==> config.mk <==
export PLATFORM = sky130hd
export DESIGN_NAME = inst_fetch_flat
export DESIGN_NICKNAME = d
export VERILOG_FILES = /design/src/rtl/inst_fetch_if.sv /design/src/rtl/inst_fetch.sv /design/src/flat_wrapper.sv
export SDC_FILE = /design/constraint.sdc
export NUM_CORES = 1
export LEC_CHECK = 0
export CORE_MARGIN = 2
export CORE_UTILIZATION = 45
export DETAILED_ROUTE_END_ITERATION = 6
export DONT_BUFFER_PORTS = 1
export SETUP_SLACK_MARGIN = 0.2
export SLEW_MARGIN = 40
export SYNTH_ARGS = -nofsm -noshare
export SYNTH_HDL_FRONTEND = slang
export SYNTH_SLANG_ARGS = --single-unit
==> constraint.sdc <==
create_clock -name clk -period 2.7 [get_ports clk]
set_input_delay 0.405 -clock clk [delete_from_list [all_inputs] [get_ports clk]]
set_output_delay 0.405 -clock clk [all_outputs]
set_load 0.005 [all_outputs]
==> src/rtl/inst_fetch_if.sv <==
// Fetch-stage bundle: instruction-memory request/response channel, redirect
// input and the instruction channel towards decode.
interface inst_fetch_if;
    logic        imem_req_valid;
    logic        imem_req_ready;
    logic [31:0] imem_req_addr;
    logic        imem_rsp_valid;
    logic [31:0] imem_rsp_data;
    logic        redirect_valid;
    logic [31:0] redirect_pc;
    logic        inst_valid;
    logic        inst_ready;
    logic [31:0] inst_out;
    logic [31:0] inst_pc;

    modport master (
        output imem_req_valid, imem_req_addr, inst_valid, inst_out, inst_pc,
        input  imem_req_ready, imem_rsp_valid, imem_rsp_data,
               redirect_valid, redirect_pc, inst_ready
    );

    modport slave (
        input  imem_req_valid, imem_req_addr, inst_valid, inst_out, inst_pc,
        output imem_req_ready, imem_rsp_valid, imem_rsp_data,
               redirect_valid, redirect_pc, inst_ready
    );
endinterface

==> src/rtl/inst_fetch.sv <==
// Instruction fetch stage: owns the PC, issues in-order word fetches, keeps
// responses with their PC in an in-order slot buffer and hands them to decode.
// A redirect flushes the buffer and counts still-outstanding responses so they
// are dropped when they come back.
module inst_fetch #(
    parameter logic [31:0] RESET_PC = 32'h0000_0000,
    parameter int unsigned DEPTH    = 2
) (
    input  logic         clk,
    input  logic         rst_n,
    inst_fetch_if.master bus
);
    localparam int unsigned   PW       = (DEPTH > 1) ? $clog2(DEPTH) : 1;
    localparam int unsigned   CW       = $clog2(DEPTH + 1);
    localparam logic [PW-1:0] LAST_IDX = PW'(DEPTH - 1);
    localparam logic [CW:0]   CAP      = (CW + 1)'(DEPTH);

    logic [31:0]      pc;
    logic [31:0]      slot_pc   [DEPTH];
    logic [31:0]      slot_data [DEPTH];
    logic [DEPTH-1:0] slot_filled;
    logic [PW-1:0]    head;
    logic [PW-1:0]    tail;
    logic [PW-1:0]    fill_ptr;
    logic [CW-1:0]    used;
    logic [CW-1:0]    pend;       // allocated slots still waiting for data
    logic [CW-1:0]    drop_cnt;   // responses owed to flushed requests
    logic             started;

    logic [CW:0]      occupancy;
    logic [CW-1:0]    redirect_drop;
    logic             req_fire;
    logic             pop;
    logic             fill;
    logic             discard;

    function automatic logic [PW-1:0] next_idx(input logic [PW-1:0] idx);
        return (idx == LAST_IDX) ? '0 : idx + 1'b1;
    endfunction

    assign bus.imem_req_valid = started & ~bus.redirect_valid & (occupancy < CAP);
    assign bus.imem_req_addr  = pc;
    assign bus.inst_valid     = slot_filled[head] & ~bus.redirect_valid;
    assign bus.inst_out       = slot_data[head];
    assign bus.inst_pc        = slot_pc[head];

    // Handshake qualification and the drop count a redirect would leave behind.
    always_comb begin
        occupancy = {1'b0, used} + {1'b0, drop_cnt};
        req_fire  = bus.imem_req_valid & bus.imem_req_ready;
        pop       = bus.inst_valid & bus.inst_ready;
        discard   = bus.imem_rsp_valid & (drop_cnt != '0);
        fill      = bus.imem_rsp_valid & (drop_cnt == '0) & (pend != '0) & ~bus.redirect_valid;
        redirect_drop = drop_cnt + pend;
        if (bus.imem_rsp_valid && (redirect_drop != '0)) begin
            redirect_drop = redirect_drop - 1'b1;
        end
    end

    // PC, slot buffer and pointer state; redirect overrides every other event.
    always_ff @(posedge clk or negedge rst_n) begin
        if (!rst_n) begin
            pc          <= {RESET_PC[31:2], 2'b00};
            head        <= '0;
            tail        <= '0;
            fill_ptr    <= '0;
            used        <= '0;
            pend        <= '0;
            drop_cnt    <= '0;
            started     <= 1'b0;
            slot_filled <= '0;
            for (int unsigned i = 0; i < DEPTH; i++) begin
                slot_pc[i]   <= '0;
                slot_data[i] <= '0;
            end
        end else begin
            started <= 1'b1;
            if (bus.redirect_valid) begin
                pc          <= {bus.redirect_pc[31:2], 2'b00};
                head        <= '0;
                tail        <= '0;
                fill_ptr    <= '0;
                used        <= '0;
                pend        <= '0;
                drop_cnt    <= redirect_drop;
                slot_filled <= '0;
                for (int unsigned i = 0; i < DEPTH; i++) begin
                    slot_pc[i]   <= '0;
                    slot_data[i] <= '0;
                end
            end else begin
                if (req_fire) begin
                    slot_pc[tail]     <= pc;
                    slot_data[tail]   <= '0;
                    slot_filled[tail] <= 1'b0;
                    tail              <= next_idx(tail);
                    pc                <= pc + 32'd4;
                end
                if (fill) begin
                    slot_data[fill_ptr]   <= bus.imem_rsp_data;
                    slot_filled[fill_ptr] <= 1'b1;
                    fill_ptr              <= next_idx(fill_ptr);
                end
                if (pop) begin
                    slot_pc[head]     <= '0;
                    slot_data[head]   <= '0;
                    slot_filled[head] <= 1'b0;
                    head              <= next_idx(head);
                end
                if (discard) begin
                    drop_cnt <= drop_cnt - 1'b1;
                end
                used <= used + CW'(req_fire) - CW'(pop);
                pend <= pend + CW'(req_fire) - CW'(fill);
            end
        end
    end
endmodule

==> src/flat_wrapper.sv <==
// flat-port wrapper written by rule: the top's interface ports become plain ports
module inst_fetch_flat 
#(
    parameter logic [31:0] RESET_PC = 32'h0000_0000,
    parameter int unsigned DEPTH    = 2
)
  (clk, rst_n, bus_imem_req_valid, bus_imem_req_addr, bus_inst_valid, bus_inst_out, bus_inst_pc, bus_imem_req_ready, bus_imem_rsp_valid, bus_imem_rsp_data, bus_redirect_valid, bus_redirect_pc, bus_inst_ready);
  inst_fetch_if bus_i ();
  input  logic clk;
  input  logic rst_n;
  output wire logic [$bits(bus_i.imem_req_valid)-1:0] bus_imem_req_valid;
  output wire logic [$bits(bus_i.imem_req_addr)-1:0] bus_imem_req_addr;
  output wire logic [$bits(bus_i.inst_valid)-1:0] bus_inst_valid;
  output wire logic [$bits(bus_i.inst_out)-1:0] bus_inst_out;
  output wire logic [$bits(bus_i.inst_pc)-1:0] bus_inst_pc;
  input wire logic [$bits(bus_i.imem_req_ready)-1:0] bus_imem_req_ready;
  input wire logic [$bits(bus_i.imem_rsp_valid)-1:0] bus_imem_rsp_valid;
  input wire logic [$bits(bus_i.imem_rsp_data)-1:0] bus_imem_rsp_data;
  input wire logic [$bits(bus_i.redirect_valid)-1:0] bus_redirect_valid;
  input wire logic [$bits(bus_i.redirect_pc)-1:0] bus_redirect_pc;
  input wire logic [$bits(bus_i.inst_ready)-1:0] bus_inst_ready;
  assign bus_imem_req_valid = bus_i.imem_req_valid;
  assign bus_imem_req_addr = bus_i.imem_req_addr;
  assign bus_inst_valid = bus_i.inst_valid;
  assign bus_inst_out = bus_i.inst_out;
  assign bus_inst_pc = bus_i.inst_pc;
  assign bus_i.imem_req_ready = bus_imem_req_ready;
  assign bus_i.imem_rsp_valid = bus_imem_rsp_valid;
  assign bus_i.imem_rsp_data = bus_imem_rsp_data;
  assign bus_i.redirect_valid = bus_redirect_valid;
  assign bus_i.redirect_pc = bus_redirect_pc;
  assign bus_i.inst_ready = bus_inst_ready;
  inst_fetch #(.RESET_PC(RESET_PC), .DEPTH(DEPTH)) u_core (.clk(clk), .rst_n(rst_n), .bus(bus_i));
endmodule
# After elaboration in Yosys (flattened, before gate mapping)
# Index checks and enable logic that the tools add are counted.
[totals] reg_bits=172 in_bits=70 out_inout_bits=98 word_cells=130
[op_classes] addsub=12 magnitude_cmp=13 muxes=54 bitwise=23 n_reduce_logical=15
[op_table] cell="$mux 64" count=10
[op_table] cell="$mux 32" count=11
[op_table] cell="$and 64x64->64" count=3
[op_table] cell="$bwmux 64" count=2
[op_table] cell="$not 64->64" count=2
[op_table] cell="$demux 32 s1" count=3
[op_table] cell="$add 32x3->32 const B" count=1
[op_table] cell="$mux 2" count=11
[op_table] cell="$mux 1" count=14
[op_table] cell="$reduce_bool 2->1" count=7
[op_table] cell="$and 1x1->1" count=9
[op_table] cell="$logic_and 1x1->1" count=7
[op_table] cell="$ge 2x2->1 const B" count=3
[op_table] cell="$lt 1x2->1 const B" count=3
[op_table] cell="$lt 2x1->1 const B" count=3
[op_table] cell="$not 1->2" count=3
[op_table] cell="$add 2x1->2" count=2
[op_table] cell="$and 2x2->2" count=2
[op_table] cell="$not 2->2" count=2
[op_table] cell="$sub 2x1->2" count=2
[op_table] cell="$sub 2x1->2 const B" count=2
[op_table] cell="$add 1x1->1 const B" count=3
[op_table] cell="$add 2x2->3" count=1
[op_table] cell="$demux 1 s1" count=3
[op_table] cell="6 further kinds" count=8

# Depth between registers and ports, before layout
[depth] depth_word=15 mapped_depth=11 depth_no_buf=10

# Worst setup path after synthesis
# Ideal clock, no wire load.
[synth_timing] kind="flip-flop to flip-flop" startpoint="reg u_core.drop_cnt[0]" endpoint="reg u_core.slot_data[2] in the netlist's numbering" setup_ns=0.132 arrival_ns=2.310 required_ns=2.568 path_slack_ns=0.258 stages_incl_launch_ff=12 n_path_buf=2 period_less_slack_ns=2.442 cell_sequence="dfrtp_1 -> inv_1 -> nor2_1 -> fa_1 -> or4b_4 -> inv_2 -> and3_1 -> buf_2 -> nor2_2 -> buf_6 -> a22oi_2 -> nor2_1"
[synth_between] elab_chain_cells=12 word_cells_on_any_way=16 cone_classes="add/sub (1); order compare (1); mux (7); bitwise (6); reduce/logical (1)"
[synth_lines] item="start, declared" line_no="inst_fetch.sv:27" rtl="logic [CW-1:0] drop_cnt;"
[synth_lines] item="start signal, assigned" line_no="inst_fetch.sv:85" rtl="drop_cnt <= redirect_drop;"
[synth_lines] item="start signal, assigned" line_no="inst_fetch.sv:111" rtl="drop_cnt <= drop_cnt - 1'b1;"
[synth_lines] item="$add 2x2->3 (*)" line_no="inst_fetch.sv:49" rtl="occupancy = {1'b0, used} + {1'b0, drop_cnt};"
[synth_lines] item="$lt 3x2->1 (*)" line_no="inst_fetch.sv:41" rtl="assign bus.imem_req_valid = started & ~bus.redirect_valid & (occupancy < CAP);"
[synth_lines] item="$and 1x1->1 (*)" line_no="inst_fetch.sv:41"
[synth_lines] item="net bus_imem_req_valid" line_no="flat_wrapper.sv:11" rtl="output wire logic [$bits(bus_i.imem_req_valid)-1:0] bus_imem_req_valid;"
[synth_lines] item="$and 1x1->1 (*)" line_no="inst_fetch.sv:50" rtl="req_fire = bus.imem_req_valid & bus.imem_req_ready;"
[synth_lines] item="$mux 64 (*)" line_no="inst_fetch.sv:92" rtl="if (req_fire) begin"
[synth_lines] item="$mux 64 (*)" line_no="inst_fetch.sv:78" rtl="if (bus.redirect_valid) begin"
[synth_lines] item="$bwmux 64" line_no="inst_fetch.sv:100" rtl="slot_data[fill_ptr] <= bus.imem_rsp_data;"
[synth_lines] item="$mux 64 (*)" line_no="inst_fetch.sv:99" rtl="if (fill) begin"
[synth_lines] item="$mux 64 (*)" line_no="inst_fetch.sv:78"
[synth_lines] item="$and 64x64->64 (no source line)"
[synth_lines] item="$mux 64 (*)" line_no="inst_fetch.sv:104" rtl="if (pop) begin"
[synth_lines] item="$mux 64 (*)" line_no="inst_fetch.sv:78"
[synth_lines] item="end signal, assigned by index" line_no="inst_fetch.sv:100"
[synth_lines] item="end, declared" line_no="inst_fetch.sv:20" rtl="logic [31:0] slot_data [DEPTH];"
# Mark *: on every way through the listed nets, which the timed path passes. The rest lies on a longest branch. The select of a mux whose other input is x is not followed.
# A chain may end at the register's enable or synchronous reset.

# Final worst setup path
[layout_timing] startpoint="reg u_core.drop_cnt[0]" endpoint="reg u_core.slot_pc[40] in the netlist's numbering"
[layout_between] elab_chain_cells=9
[layout_lines] item="$add 2x2->3 (*)" line_no="inst_fetch.sv:49"
[layout_lines] item="$lt 3x2->1 (*)" line_no="inst_fetch.sv:41"
[layout_lines] item="$and 1x1->1 (*)" line_no="inst_fetch.sv:41"
[layout_lines] item="$and 1x1->1 (*)" line_no="inst_fetch.sv:50"
[layout_lines] item="$mux 64 (*)" line_no="inst_fetch.sv:92"
[layout_lines] item="$mux 64 (*)" line_no="inst_fetch.sv:78"
[layout_lines] item="$and 64x64->64 (no source line)"
[layout_lines] item="$mux 64 (*)" line_no="inst_fetch.sv:104"
[layout_lines] item="$mux 64 (*)" line_no="inst_fetch.sv:78"
[layout_lines] item="end signal, assigned by index" line_no="inst_fetch.sv:93" rtl="slot_pc[tail] <= pc;"
[layout_lines] item="end, declared" line_no="inst_fetch.sv:19" rtl="logic [31:0] slot_pc [DEPTH];"
# Mark *: on every way between the ends. The rest lies on a longest branch, timed or not. The select of a mux whose other input is x is not followed.

==> impl_metrics.yaml <==
sta:
  final_max_slew_viol_count: 0
  holdWs_ns: -0.330
  fmax_mhz: 391
  period_share_pct: 94.7
  fin_worst_skew_ns: 0.00930
  worst_pin_slew_ns: 0.785
  min_period_ns: 2.56
  hold_violations: 170
  rsz0062_at_grt: "true"
  setup_viol: 0
  tns_ns: 0
  slew_headroom_pct: 47.7
yosys:
  syn_inst: 853
  synthSimpleGateAreaFrac_pct: 16.2
  synth_top_family_by_area: "compound AO/OA/AOI/OAI gates"
  synth_top_area_cell: "dfrtp_1"
  yosys_warnings: 0
  yosys.area_share.adder_pct: 1.43
  netlist-cell-type-count: 50
  synth-xor-area-share_pct: 1.25
  ys_async_sr_fraction_pct: 100
  synth_edf_count: 0
  yosysTopAreaCellShare_pct: 50.6
  netlist_top_cells_area: "dfrtp_1, mux2_2, nand2_1"
  syn_area_sq_um: 8400
  synth.ff_latch_count: 170
  synth_compound_area_share_pct: 16.9
  synth-seq-area-share_pct: 50.6
  syn_area_per_cell_sq_um: 9.85
  yosys-mux-area-fraction_pct: 9.19
  synth_top_flop_cell: "dfrtp_1"
placement:
  gp_congestion: 0.838
  io_buffers: 0
  dp_hpwl_mm: 14.6
route:
  wl_per_cell_microns: 22.0
  num_vias: 6586
  ant_nets: 0
  routed_wl_mm: 24.1
  route.detailed.drc: 0
  drtIter0Drc: 441
  drt-pass1-iter-count: 5
  via_per_inst: 6.01
clocking:
  clock-sinks: 170
  cts_root_buf: "clkbuf_16"
  worstSkewPairLatency_ns: 0.43
  clk_pin_slew_ns: 0.07
  cts.path.max_buffers: 2
  tritoncts: "built"
  cts_max_level: 4
  numCtsBuffers: 17
grt:
  grtUsageTotal_pct: 23.8
  grt_pass1_wl_mm: 37.0
  grt_max_degree: 171
  grt_pass1_vias: 6568
  grt-ovfl-total: 0
  antenna_found_initial: 0
floorplan:
  die_h_microns: 141
  core-area_sq_um: 18100
  rows: 49
  initial_utilization_pct: 46.3
  dieArea_sq_um: 19800
  die-width_microns: 141
  num_io_pins: 168
setup_path:
  arrival_ns: 2.86
  start_kind: "flop"
  cp.required_ns: 3.00
  critical_path_class: "reg -> reg"
  end_kind: "flop"
  cp_max_fo: 8
power:
  p_per_area_nw_per_um2: 633
  ir_drop_v: 0.000478
  p_leak_uw: 0.00429
cells_and_area:
  layout-drive-gt1-share_pct: 29.1
  final_nets: 933
  synthToLayoutAreaGrowth_pct: 18.8
  antennaDiodeCount: 0
outcome:
  violations: "negative hold slack"
  status: "finished, violations left"
worst_hold_path:
  hold_class: "in -> async"
flow_run:
  max_cap_viol_count: 0
==> Yosys cell counts (all sizes together) (7+ instances only) <==
master  count
inv        11
nor2       89
mux2       65
dfrtp     170
and3        9
nand4       9
clkbuf     43
nand2     158
nor3b       7
a22oi      67
nand3      17
o311ai     10
buf        26
o21ai      24
a21oi      70
ha          8
==> report_power, final <==
group	internal (uW)	total, uW	switching (uW)	leakage (uW)
registers	2660	2870	210	0.00231
logic	383	842	459	0.00168
clock network	1510	2610	1100	0.000304
total	4550	6320	1760	0.00429
==> through the flow <==
step | power [uW] | util [%] | worst slack (ns) | area (sq um) | std cells
after floorplan | 3340 | - | 0.258 | 8410 | 854
after global placement | 3540 | 47.7 | -0.0354 | 8660 | 1045
after detailed placement | 3580 | 48.0 | -0.0171 | 8700 | 1047
after CTS | 6270 | 52.7 | 0.119 | 9570 | 1088
after global routing | 6570 | 55.0 | 0.0797 | 9990 | 1096
final | 6320 | 55.0 | 0.144 | 9990 | 1096
==> worst paths after layout <==
check	start	endpoint	slack, ns	cells past startpoint
max	u_core.drop_cnt[0]	u_core.slot_pc[40]	0.14	9
min	rst_n	u_core.bus.imem_req_addr[21]	-0.33	0
max reg2reg	u_core.drop_cnt[0]	u_core.slot_pc[40]	0.14	9
min reg2reg	u_core.slot_pc[19]	u_core.slot_pc[19]	0.52	2
max in group asynchronous	rst_n	u_core.slot_pc[34]	2.66	0
min in group clk	bus_redirect_valid	u_core.pend[1]	0.06	1
==> layout make-up <==
cell class                 count  area [sq um]
timing repair buffer          50           618
multi-input combinational    604          4160
clock inverter                13           178
inverter                      11          51.3
fill                        1560          8160
clock buffer                  19           443
tap                          229           287
sequential                   170          4260
==> critical path, stage by stage, from the launching register on <==
cell       delay [ns]
dfrtp_1          0.40
inv_2            0.07
nor2_2           0.04
fa_1             0.43
or4b_4           0.56
buf_6            0.15
or3_4            0.42
clkbuf_16        0.22
nand2_1          0.07
a21oi_1          0.06
==> kinds of logic (layout without fill, tap and decap cells) <==
| family | count (synthesis) | after routing |
|---|---|---|
| DFF | 170 | 170 |
| xor gates and xnor gates | 12 | 12 |
| buffers and inverters | 80 | 93 |
| and+or+nand+nor | 314 | 314 |
| muxes | 69 | 69 |
| AOI/OAI and AO/OA | 197 | 197 |
| adders and majority gates | 9 | 9 |
| other | 2 | 3 |
==> sequential cells by signal, summed over array words and instances (netlist names) <==
register,count
u_core.bus.imem_req_addr,30
u_core.drop_cnt,2
u_core.fill_ptr,1
u_core.started,1
u_core.slot_filled,2
u_core.used,2
u_core.head,1
u_core.pend,2
u_core.slot_pc,64
u_core.slot_data,64
u_core.tail,1
==> metal layers <==
layer  track usage (%)  routed length (microns)
met3              6.28                     1610
met5                 0                        0
met4              7.21                      485
met1              33.4                    10600
met2              36.5                    11400
==> placed cells by master, fill, tap and decap left out, types with 5 or more instances in the layout <==
cell type	count
o21ai_1	8
nor3b_1	6
dfrtp_1	169
nand3_1	16
nand2_1	131
a22oi_2	36
o21ai_0	15
a22oi_1	31
a31oi_1	6
ha_1	8
buf_4	27
a21oi_1	47
a21oi_2	23
nand4_1	9
xor2_1	6
xnor2_1	6
o211ai_1	5
buf_6	8
buf_12	7
and3_1	8
inv_6	6
o311ai_1	7
nand2_4	23
mux2_2	65
clkbuf_16	22
nor2_1	85
inv_1	8
and2_1	5
==> repair_timing <==
action                     CTS  global route
cloned                       2             5
pin swaps                   20            41
setup endpoints to repair  123           154
resized for setup           35            86
buffers inserted             7             3
hold endpoints to repair   170           170
No activity file was read; power rests on OpenSTA's default activity.
